`src/rtl/hazard_detection_unit_if.sv`:
```
// hazard_detection_unit_if: hazard inputs from IF/ID/EX and pipeline control outputs
interface hazard_detection_unit_if #(
  parameter int NB_ADDR = 5,
  parameter int NB_CNT  = 16
);
  logic [NB_ADDR-1:0] i_rs_from_if_id;
  logic [NB_ADDR-1:0] i_rt_from_if_id;
  logic [NB_ADDR-1:0] i_rt_from_id_ex;
  logic               i_uses_rs_from_id;
  logic               i_uses_rt_from_id;
  logic               i_mem_read_from_id_ex;
  logic               i_branch_taken_from_ex;
  logic               i_halt_from_id;
  logic               i_clear_count;
  logic               o_pc_wr_enb;
  logic               o_if_id_wr_enb;
  logic               o_if_id_flush;
  logic               o_id_ex_bubble;
  logic               o_halted;
  logic [NB_CNT-1:0]  o_stall_count;
  logic [NB_CNT-1:0]  o_flush_count;
  modport master (
    output i_rs_from_if_id, i_rt_from_if_id, i_rt_from_id_ex, i_uses_rs_from_id, i_uses_rt_from_id,
           i_mem_read_from_id_ex, i_branch_taken_from_ex, i_halt_from_id, i_clear_count,
    input  o_pc_wr_enb, o_if_id_wr_enb, o_if_id_flush, o_id_ex_bubble, o_halted,
           o_stall_count, o_flush_count
  );
  modport slave (
    input  i_rs_from_if_id, i_rt_from_if_id, i_rt_from_id_ex, i_uses_rs_from_id, i_uses_rt_from_id,
           i_mem_read_from_id_ex, i_branch_taken_from_ex, i_halt_from_id, i_clear_count,
    output o_pc_wr_enb, o_if_id_wr_enb, o_if_id_flush, o_id_ex_bubble, o_halted,
           o_stall_count, o_flush_count
  );
endinterface

```
`src/rtl/hazard_detection_unit.sv`:
```
// hazard_detection_unit: load-use stall, taken-branch flush and halt drain control with event counters
module hazard_detection_unit #(
  parameter int NB_ADDR      = 5,
  parameter int NB_CNT       = 16,
  parameter int DRAIN_CYCLES = 3
) (
  input logic                    i_clock,
  input logic                    i_reset,
  hazard_detection_unit_if.slave bus
);
  typedef enum logic [1:0] {RUN, DRAIN, HALTED} state_t;
  state_t            state_q, state_d;
  logic [3:0]        drain_q, drain_d;
  logic [NB_CNT-1:0] stall_q, stall_d, flush_q, flush_d;
  logic              load_use, run, flush_ev, stall_ev, halt_ev, hold;
  assign load_use = bus.i_mem_read_from_id_ex && (bus.i_rt_from_id_ex != NB_ADDR'(0)) &&
                    ((bus.i_uses_rs_from_id && bus.i_rt_from_id_ex == bus.i_rs_from_if_id) ||
                     (bus.i_uses_rt_from_id && bus.i_rt_from_id_ex == bus.i_rt_from_if_id));
  // events are masked while reset is held so outputs show the idle RUN values
  assign run      = i_reset && state_q == RUN;
  assign flush_ev = run && bus.i_branch_taken_from_ex;
  assign stall_ev = run && !bus.i_branch_taken_from_ex && load_use;
  assign halt_ev  = run && !bus.i_branch_taken_from_ex && !load_use && bus.i_halt_from_id;
  assign hold     = i_reset && (state_q != RUN || stall_ev || halt_ev);
  always_comb begin
    state_d = halt_ev ? DRAIN : state_q;
    drain_d = halt_ev ? 4'(DRAIN_CYCLES - 1) : drain_q;
    if (state_q == DRAIN) begin
      state_d = drain_q == 4'd0 ? HALTED : DRAIN;
      drain_d = drain_q == 4'd0 ? 4'd0 : drain_q - 4'd1;
    end
  end
  always_comb begin
    stall_d = bus.i_clear_count ? '0 : (stall_ev && !(&stall_q)) ? stall_q + NB_CNT'(1) : stall_q;
    flush_d = bus.i_clear_count ? '0 : (flush_ev && !(&flush_q)) ? flush_q + NB_CNT'(1) : flush_q;
  end
  always_ff @(posedge i_clock or negedge i_reset) begin
    if (!i_reset) begin
      state_q <= RUN;
      drain_q <= 4'd0;
      stall_q <= '0;
      flush_q <= '0;
    end else begin
      state_q <= state_d;
      drain_q <= drain_d;
      stall_q <= stall_d;
      flush_q <= flush_d;
    end
  end
  assign bus.o_pc_wr_enb    = !hold;
  assign bus.o_if_id_wr_enb = !hold;
  assign bus.o_if_id_flush  = flush_ev;
  assign bus.o_id_ex_bubble = flush_ev || hold;
  assign bus.o_halted       = state_q == HALTED;
  assign bus.o_stall_count  = stall_q;
  assign bus.o_flush_count  = flush_q;
endmodule

```
`src/flat_wrapper.sv`:
```
// flat-port wrapper written by rule: the top's interface ports become plain ports
module hazard_detection_unit_flat 
#(
  parameter int NB_ADDR      = 5,
  parameter int NB_CNT       = 16,
  parameter int DRAIN_CYCLES = 3
)
  (i_clock, i_reset, bus_i_rs_from_if_id, bus_i_rt_from_if_id, bus_i_rt_from_id_ex, bus_i_uses_rs_from_id, bus_i_uses_rt_from_id, bus_i_mem_read_from_id_ex, bus_i_branch_taken_from_ex, bus_i_halt_from_id, bus_i_clear_count, bus_o_pc_wr_enb, bus_o_if_id_wr_enb, bus_o_if_id_flush, bus_o_id_ex_bubble, bus_o_halted, bus_o_stall_count, bus_o_flush_count);
  hazard_detection_unit_if #(.NB_ADDR(NB_ADDR), .NB_CNT(NB_CNT)) bus_i ();
  input logic i_clock;
  input logic i_reset;
  input wire logic [$bits(bus_i.i_rs_from_if_id)-1:0] bus_i_rs_from_if_id;
  input wire logic [$bits(bus_i.i_rt_from_if_id)-1:0] bus_i_rt_from_if_id;
  input wire logic [$bits(bus_i.i_rt_from_id_ex)-1:0] bus_i_rt_from_id_ex;
  input wire logic [$bits(bus_i.i_uses_rs_from_id)-1:0] bus_i_uses_rs_from_id;
  input wire logic [$bits(bus_i.i_uses_rt_from_id)-1:0] bus_i_uses_rt_from_id;
  input wire logic [$bits(bus_i.i_mem_read_from_id_ex)-1:0] bus_i_mem_read_from_id_ex;
  input wire logic [$bits(bus_i.i_branch_taken_from_ex)-1:0] bus_i_branch_taken_from_ex;
  input wire logic [$bits(bus_i.i_halt_from_id)-1:0] bus_i_halt_from_id;
  input wire logic [$bits(bus_i.i_clear_count)-1:0] bus_i_clear_count;
  output wire logic [$bits(bus_i.o_pc_wr_enb)-1:0] bus_o_pc_wr_enb;
  output wire logic [$bits(bus_i.o_if_id_wr_enb)-1:0] bus_o_if_id_wr_enb;
  output wire logic [$bits(bus_i.o_if_id_flush)-1:0] bus_o_if_id_flush;
  output wire logic [$bits(bus_i.o_id_ex_bubble)-1:0] bus_o_id_ex_bubble;
  output wire logic [$bits(bus_i.o_halted)-1:0] bus_o_halted;
  output wire logic [$bits(bus_i.o_stall_count)-1:0] bus_o_stall_count;
  output wire logic [$bits(bus_i.o_flush_count)-1:0] bus_o_flush_count;
  assign bus_i.i_rs_from_if_id = bus_i_rs_from_if_id;
  assign bus_i.i_rt_from_if_id = bus_i_rt_from_if_id;
  assign bus_i.i_rt_from_id_ex = bus_i_rt_from_id_ex;
  assign bus_i.i_uses_rs_from_id = bus_i_uses_rs_from_id;
  assign bus_i.i_uses_rt_from_id = bus_i_uses_rt_from_id;
  assign bus_i.i_mem_read_from_id_ex = bus_i_mem_read_from_id_ex;
  assign bus_i.i_branch_taken_from_ex = bus_i_branch_taken_from_ex;
  assign bus_i.i_halt_from_id = bus_i_halt_from_id;
  assign bus_i.i_clear_count = bus_i_clear_count;
  assign bus_o_pc_wr_enb = bus_i.o_pc_wr_enb;
  assign bus_o_if_id_wr_enb = bus_i.o_if_id_wr_enb;
  assign bus_o_if_id_flush = bus_i.o_if_id_flush;
  assign bus_o_id_ex_bubble = bus_i.o_id_ex_bubble;
  assign bus_o_halted = bus_i.o_halted;
  assign bus_o_stall_count = bus_i.o_stall_count;
  assign bus_o_flush_count = bus_i.o_flush_count;
  hazard_detection_unit #(.NB_ADDR(NB_ADDR), .NB_CNT(NB_CNT), .DRAIN_CYCLES(DRAIN_CYCLES)) u_core (.i_clock(i_clock), .i_reset(i_reset), .bus(bus_i));
endmodule
```
`config.mk`:
```
export PLATFORM = sky130hd
export DESIGN_NAME = hazard_detection_unit_flat
export DESIGN_NICKNAME = d
export VERILOG_FILES = /design/src/rtl/hazard_detection_unit_if.sv /design/src/rtl/hazard_detection_unit.sv /design/src/flat_wrapper.sv
export SDC_FILE = /design/constraint.sdc
export NUM_CORES = 1
export LEC_CHECK = 0
export ABC_AREA = 1
export CORE_UTILIZATION = 50
export CTS_CLUSTER_SIZE = 14
export DETAILED_ROUTE_END_ITERATION = 8
export PLACE_DENSITY = 0.82
export SLEW_MARGIN = 20
export SYNTH_ARGS = -nofsm -noshare
export SYNTH_HDL_FRONTEND = slang
export SYNTH_SLANG_ARGS = --single-unit
```
`constraint.sdc`:
```
create_clock -name i_clock -period 2.6 [get_ports i_clock]
set_clock_uncertainty 0.2 [all_clocks]
set_input_delay 0.52 -clock i_clock [delete_from_list [all_inputs] [get_ports i_clock]]
set_output_delay 0.52 -clock i_clock [all_outputs]
set_load 0.02 [all_outputs]
```
# Yosys cells after proc, flatten, opt, wreduce, memory -nomap -nowiden
# Index checks and enable logic that the tools add are counted.
# totals
reg_bits,38
latchBits,0
ram_bits,0
romBits,0
inputBits,23
out_inout_bits,37
wordCells,52
memories,0
# classes
addsub,3
multipliers,0
div_mod_pow,0
n_lt_le_gt_ge,0
eq_ne,4
n_shift,0
muxes,10
n_bitwise,0
n_reduce_logical,31
# op_table
operator,n
16-bit two-way mux,4
"16-bit by 1-bit adder with 16-bit output, second input constant",2
16-bit AND reduction,2
1-bit logical AND,13
4-bit two-way mux,3
5-bit == test,2
2-bit nonzero test,4
2-bit two-way mux,3
1-bit logical NOT,5
5-bit nonzero test,1
4-bit logical NOT,1
1-bit logical OR,4
"4-bit by 1-bit subtractor with 4-bit output, second input constant",1
"2-bit by 1-bit == test with 1-bit output, second input constant",1
"2-bit == test, second input constant",1
2-bit logical NOT,1

# Longest topological paths before layout
# depth
ltp_word,10
mapped_depth,12
mapped_depth_nobuf,12

# Worst setup path after synthesis
# Ideal clock, no wire load.
# synth_path
kind,in2out
start,in bus_i_rt_from_id_ex[3]
end,out bus_o_id_ex_bubble
arrival_ps,1511
setup_slack_ps,369
path_stages,11
n_path_buf,0
cell_sequence,inv_1 nand2_1 nand2_1 nor2_1 nand3_1 nand2_1 nand2_1 nand2_1 nand3_1 nand2_1 nand2_1
# synth_via
elab_chain_cells,10
elab_cells_between_ends,16
classes_between,eq/ne: 2; reduce/logical: 14
# synth_lines
element,line,text
start: declaration,flat_wrapper.sv:14,input wire logic [$bits(bus_i.i_rt_from_id_ex)-1:0] bus_i_rt_from_id_ex;
5-bit == test (on tied branches),"hazard_detection_unit.sv:17, hazard_detection_unit.sv:18",
1-bit logical AND (on tied branches),"hazard_detection_unit.sv:17, hazard_detection_unit.sv:18",
1-bit logical OR,hazard_detection_unit.sv:17,((bus.i_uses_rs_from_id && bus.i_rt_from_id_ex == bus.i_rs_from_if_id) ||
1-bit logical AND *,hazard_detection_unit.sv:16,assign load_use = bus.i_mem_read_from_id_ex && (bus.i_rt_from_id_ex != NB_ADDR'(0)) &&
1-bit logical NOT,hazard_detection_unit.sv:23,assign halt_ev = run && !bus.i_branch_taken_from_ex && !load_use && bus.i_halt_from_id;
1-bit logical AND (2 in series),hazard_detection_unit.sv:23,
1-bit logical OR *,hazard_detection_unit.sv:24,assign hold = i_reset && (state_q != RUN || stall_ev || halt_ev);
1-bit logical AND *,hazard_detection_unit.sv:24,
1-bit logical OR *,hazard_detection_unit.sv:53,assign bus.o_id_ex_bubble = flush_ev || hold;
end: declaration,flat_wrapper.sv:24,output wire logic [$bits(bus_i.o_id_ex_bubble)-1:0] bus_o_id_ex_bubble;
# Every way passes the cells marked *; elsewhere a longest branch is shown, timed or not.

# Worst setup path in the final report
# layout_path
start,in bus_i_rt_from_id_ex[2]
end,out bus_o_id_ex_bubble
# Same word-level chain as after synthesis.

==> results.yml <==
status:
  status: "complete, no violations"
die:
  die_h_um: 73.33
  core_area_um2: 4817
  die_area_um2: 5377
  ios: 60
  rows: 25
  initial_core_util_pct: 52.81
  die_x_um: 73.33
timing:
  slew_headroom_pct: 70.53
  hold_viol_final: 0
  drv_slew: 0
  worst_pin_slew_ps: 438.7
  rsz0062_at_grt: "false"
  finalCriticalPeriod_ps: 2526
  fmax_mhz: 395.9
  final-setup-viol-count: 0
  fin_crit_sh_pct: 97.15
  final.setup.tns_ps: 0
final_layout:
  final_common_cell: "nand2_1"
  syn2layout_area_growth_pct: 33.69
  fill_cells: 437
  regArea_um2: 950.9
  insertedDiodeCount: 0
  layout-drive-gt1-share_pct: 11.92
  finalNonFillerCells: 520
  final_net_count: 477
  multi_input_area_um2: 1361
  layout_common_cells: "nand2_1 (112), nor2_1 (52), inv_1 (50)"
synthesis:
  synth_cell_type_count: 32
  syn_nets: 406
  ys.flop_type: "dfrtp_1"
  synth_seq_cells: 38
  synth_area_um2: 2544
  synthCells: 381
  synthArstFlopShare_pct: 100.0
  yosysSeqAreaShare_pct: 37.38
  avgSynthCellArea_um2: 6.676
  yosysWarnings: 0
  synth-edff-count: 0
route:
  post_drt_wl_per_cell_um: 12.31
  drc: 0
  drt-pass1-iter-count: 4
  routed_wl_um: 6403
  ant_nets: 0
  viasPerCell: 5.073
  first_iter_violations: 144
  vias: 2638
global_routing:
  antenna_found_initial: 0
  grtUsageTotal_pct: 25.65
  grt.overflow.total: 0
  grt_pass1_wl_um: 10670
  grt_max_degree: 22
  grt_pass1_vias: 2541
critical_path:
  critPathCaptureType: "output pin"
  critical-path-max-stage-delay_ps: 240
  r2r_setup_slack_ps: 370
  crit_slowest_cell: "dlygate4sd2_1"
  cp.required_ps: 1880
  cp-start-kind: "input pin"
  critPathKind: "input pin to output pin"
  crit_chain: "dlygate4sd2_1, inv_1, nand2_1, nand2_1, nor2_1, nand3_1, nand2_2, nand2_2, nand2_2, nand3_2, nand2_2, nand2_2, buf_6"
  worstPathMaxFanout: 3
  cp.depth: 13
  cpMostUsedCell: "nand2_2"
  rr_worst_depth: 9
  crit_arrival_ps: 1810
  r2r_start: "u_core.bus.o_flush_count[0]"
  critical_path.top_delay_family: "simple AND/OR/NAND/NOR gates"
  reg2reg_to: "u_core.bus.o_flush_count[8]"
  crit_buf_inv: 3
pwr:
  vdd.ir_drop.worst_mv: 0.3739
  combPwrFrac_pct: 23.9
  seq_power_share_pct: 44.3
  clockPowerShare_pct: 31.8
  swShare_pct: 30.64
  intPower_w: 0.001040
  leakagePower_nw: 1.665
  power_density_nw_per_um2: 441.1
  power.switching_w: 0.0004596
cts:
  worst_setup_hold_path_clk_slew_ps: 80
  insertion_delay_ps: 290
  cts_tree: "built"
  postCtsHoldBufs: 0
  htree_levels: 2
  cts_made_buffers: 5
  clk_path_buf_depth: 2
  clock-root-buffer: "clkbuf_8"
  clock-sinks: 38
place:
  dp_hpwl_um: 4659
  placed_cells: 511
  place_congestion: 0.8411
  io_buffers: 59
min_path:
  hold_path.class: "input pin to asynchronous set/reset pin"
run:
  drv_cap: 0
-- worst reg2reg max path, cell delays in order (launching register included) --
cell and delay (ps):
dfrtp_1 450, ha_1 230, nand3_1 170, nor3_2 190, nand3_1 140, nand2_2 180
nand2_1 240, inv_1 180, nand2_1 80, o31ai_1 70
-- registers in the layout, summed over array words and instances (netlist names) --
signal                    count
u_core.state_q                2
u_core.bus.o_flush_count     16
u_core.drain_q                4
u_core.bus.o_stall_count     16
-- area by class of cell --
type                            count  area share, %
Sequential cell                    38          27.96
Inverter                           54          5.960
Timing Repair Buffer               73          20.35
Tap cell                           67          2.465
Clock buffer                        8          3.238
Multi-Input combinational cell    280          40.03
-- cell families after synthesis --
family	synth area share (%)
xor gates and xnor gates	3.787
adders and majority gates	0.9836
DFF	37.38
buffers and inverters	10.08
AOI/OAI and AO/OA	7.329
and+or+nand+nor	40.43
-- metrics by stage --
stage	hold WS, ps	instance area, um^2	utilization, %	total power, W	setup WS (ps)
floorplan	24.41	2544	-	0.0008814	369.4
global placement	291.3	3257	67.61	0.001020	-523.0
detailed placement	297.8	3257	67.61	0.001037	-599.0
CTS	32.81	3358	69.71	0.001505	-43.96
global route	52.56	3401	70.60	0.001568	25.67
finish	31.51	3401	70.60	0.001500	73.98
-- Yosys cell counts, drive strengths merged (2+ instances only) --
| library cell | instances | area share (%) |
|---|---|---|
| a21oi | 8 | 1.6 |
| buf | 4 | 1.4 |
| clkbuf | 5 | 0.74 |
| dfrtp | 38 | 37 |
| ha | 2 | 0.98 |
| inv | 54 | 8.0 |
| nand2 | 123 | 19 |
| nand3 | 35 | 7.1 |
| nand3b | 2 | 0.59 |
| nand4 | 3 | 1.3 |
| nor2 | 58 | 9.6 |
| nor3 | 11 | 2.6 |
| o21ai | 20 | 3.9 |
| o31ai | 2 | 0.59 |
| xor2 | 10 | 3.4 |
-- worst max path at each step --
stage,from,to,slack (ps)
6_report,bus_i_rt_from_id_ex[2],bus_o_id_ex_bubble,70
5_1_grt,bus_i_rt_from_id_ex[2],bus_o_id_ex_bubble,30
4_1_cts,bus_i_rs_from_if_id[1],bus_o_id_ex_bubble,-40
3_5_place_dp,bus_i_rt_from_id_ex[2],bus_o_id_ex_bubble,-600
3_3_place_gp,bus_i_rt_from_id_ex[4],bus_o_id_ex_bubble,-520
2_1_floorplan,bus_i_rt_from_id_ex[3],bus_o_id_ex_bubble,370
-- power groups by stage --
stage / clock [W] / sequential (W) / combinational (W)
5_1_grt: 0.000505 / 0.000669 / 0.000394
4_1_cts: 0.000485 / 0.000665 / 0.000355
3_3_place_gp: 0 / 0.000675 / 0.000346
3_5_place_dp: 0 / 0.000676 / 0.000360
2_1_floorplan: 0 / 0.000680 / 0.000202
6_report: 0.000477 / 0.000665 / 0.000358
-- routing by layer --
layer | part of all wire (%) | track usage, % | up-vias
met5 | 0 | 0 | -
met4 | 1.8 | 9.829 | 0
met3 | 3.5 | 5.213 | 12
met2 | 51 | 45.06 | 57
met1 | 44 | 30.93 | 1241
li1 | - | - | 1328
-- repair_timing --
action | CTS | global route
gates resized for setup | 23 | 17
hold endpoints to repair | 0 | 0
setup endpoints to repair | 4 | 3
buffers inserted | 1 | 0
pin swaps | 3 | 8
Note: power is estimated with default switching activity, not from simulation.
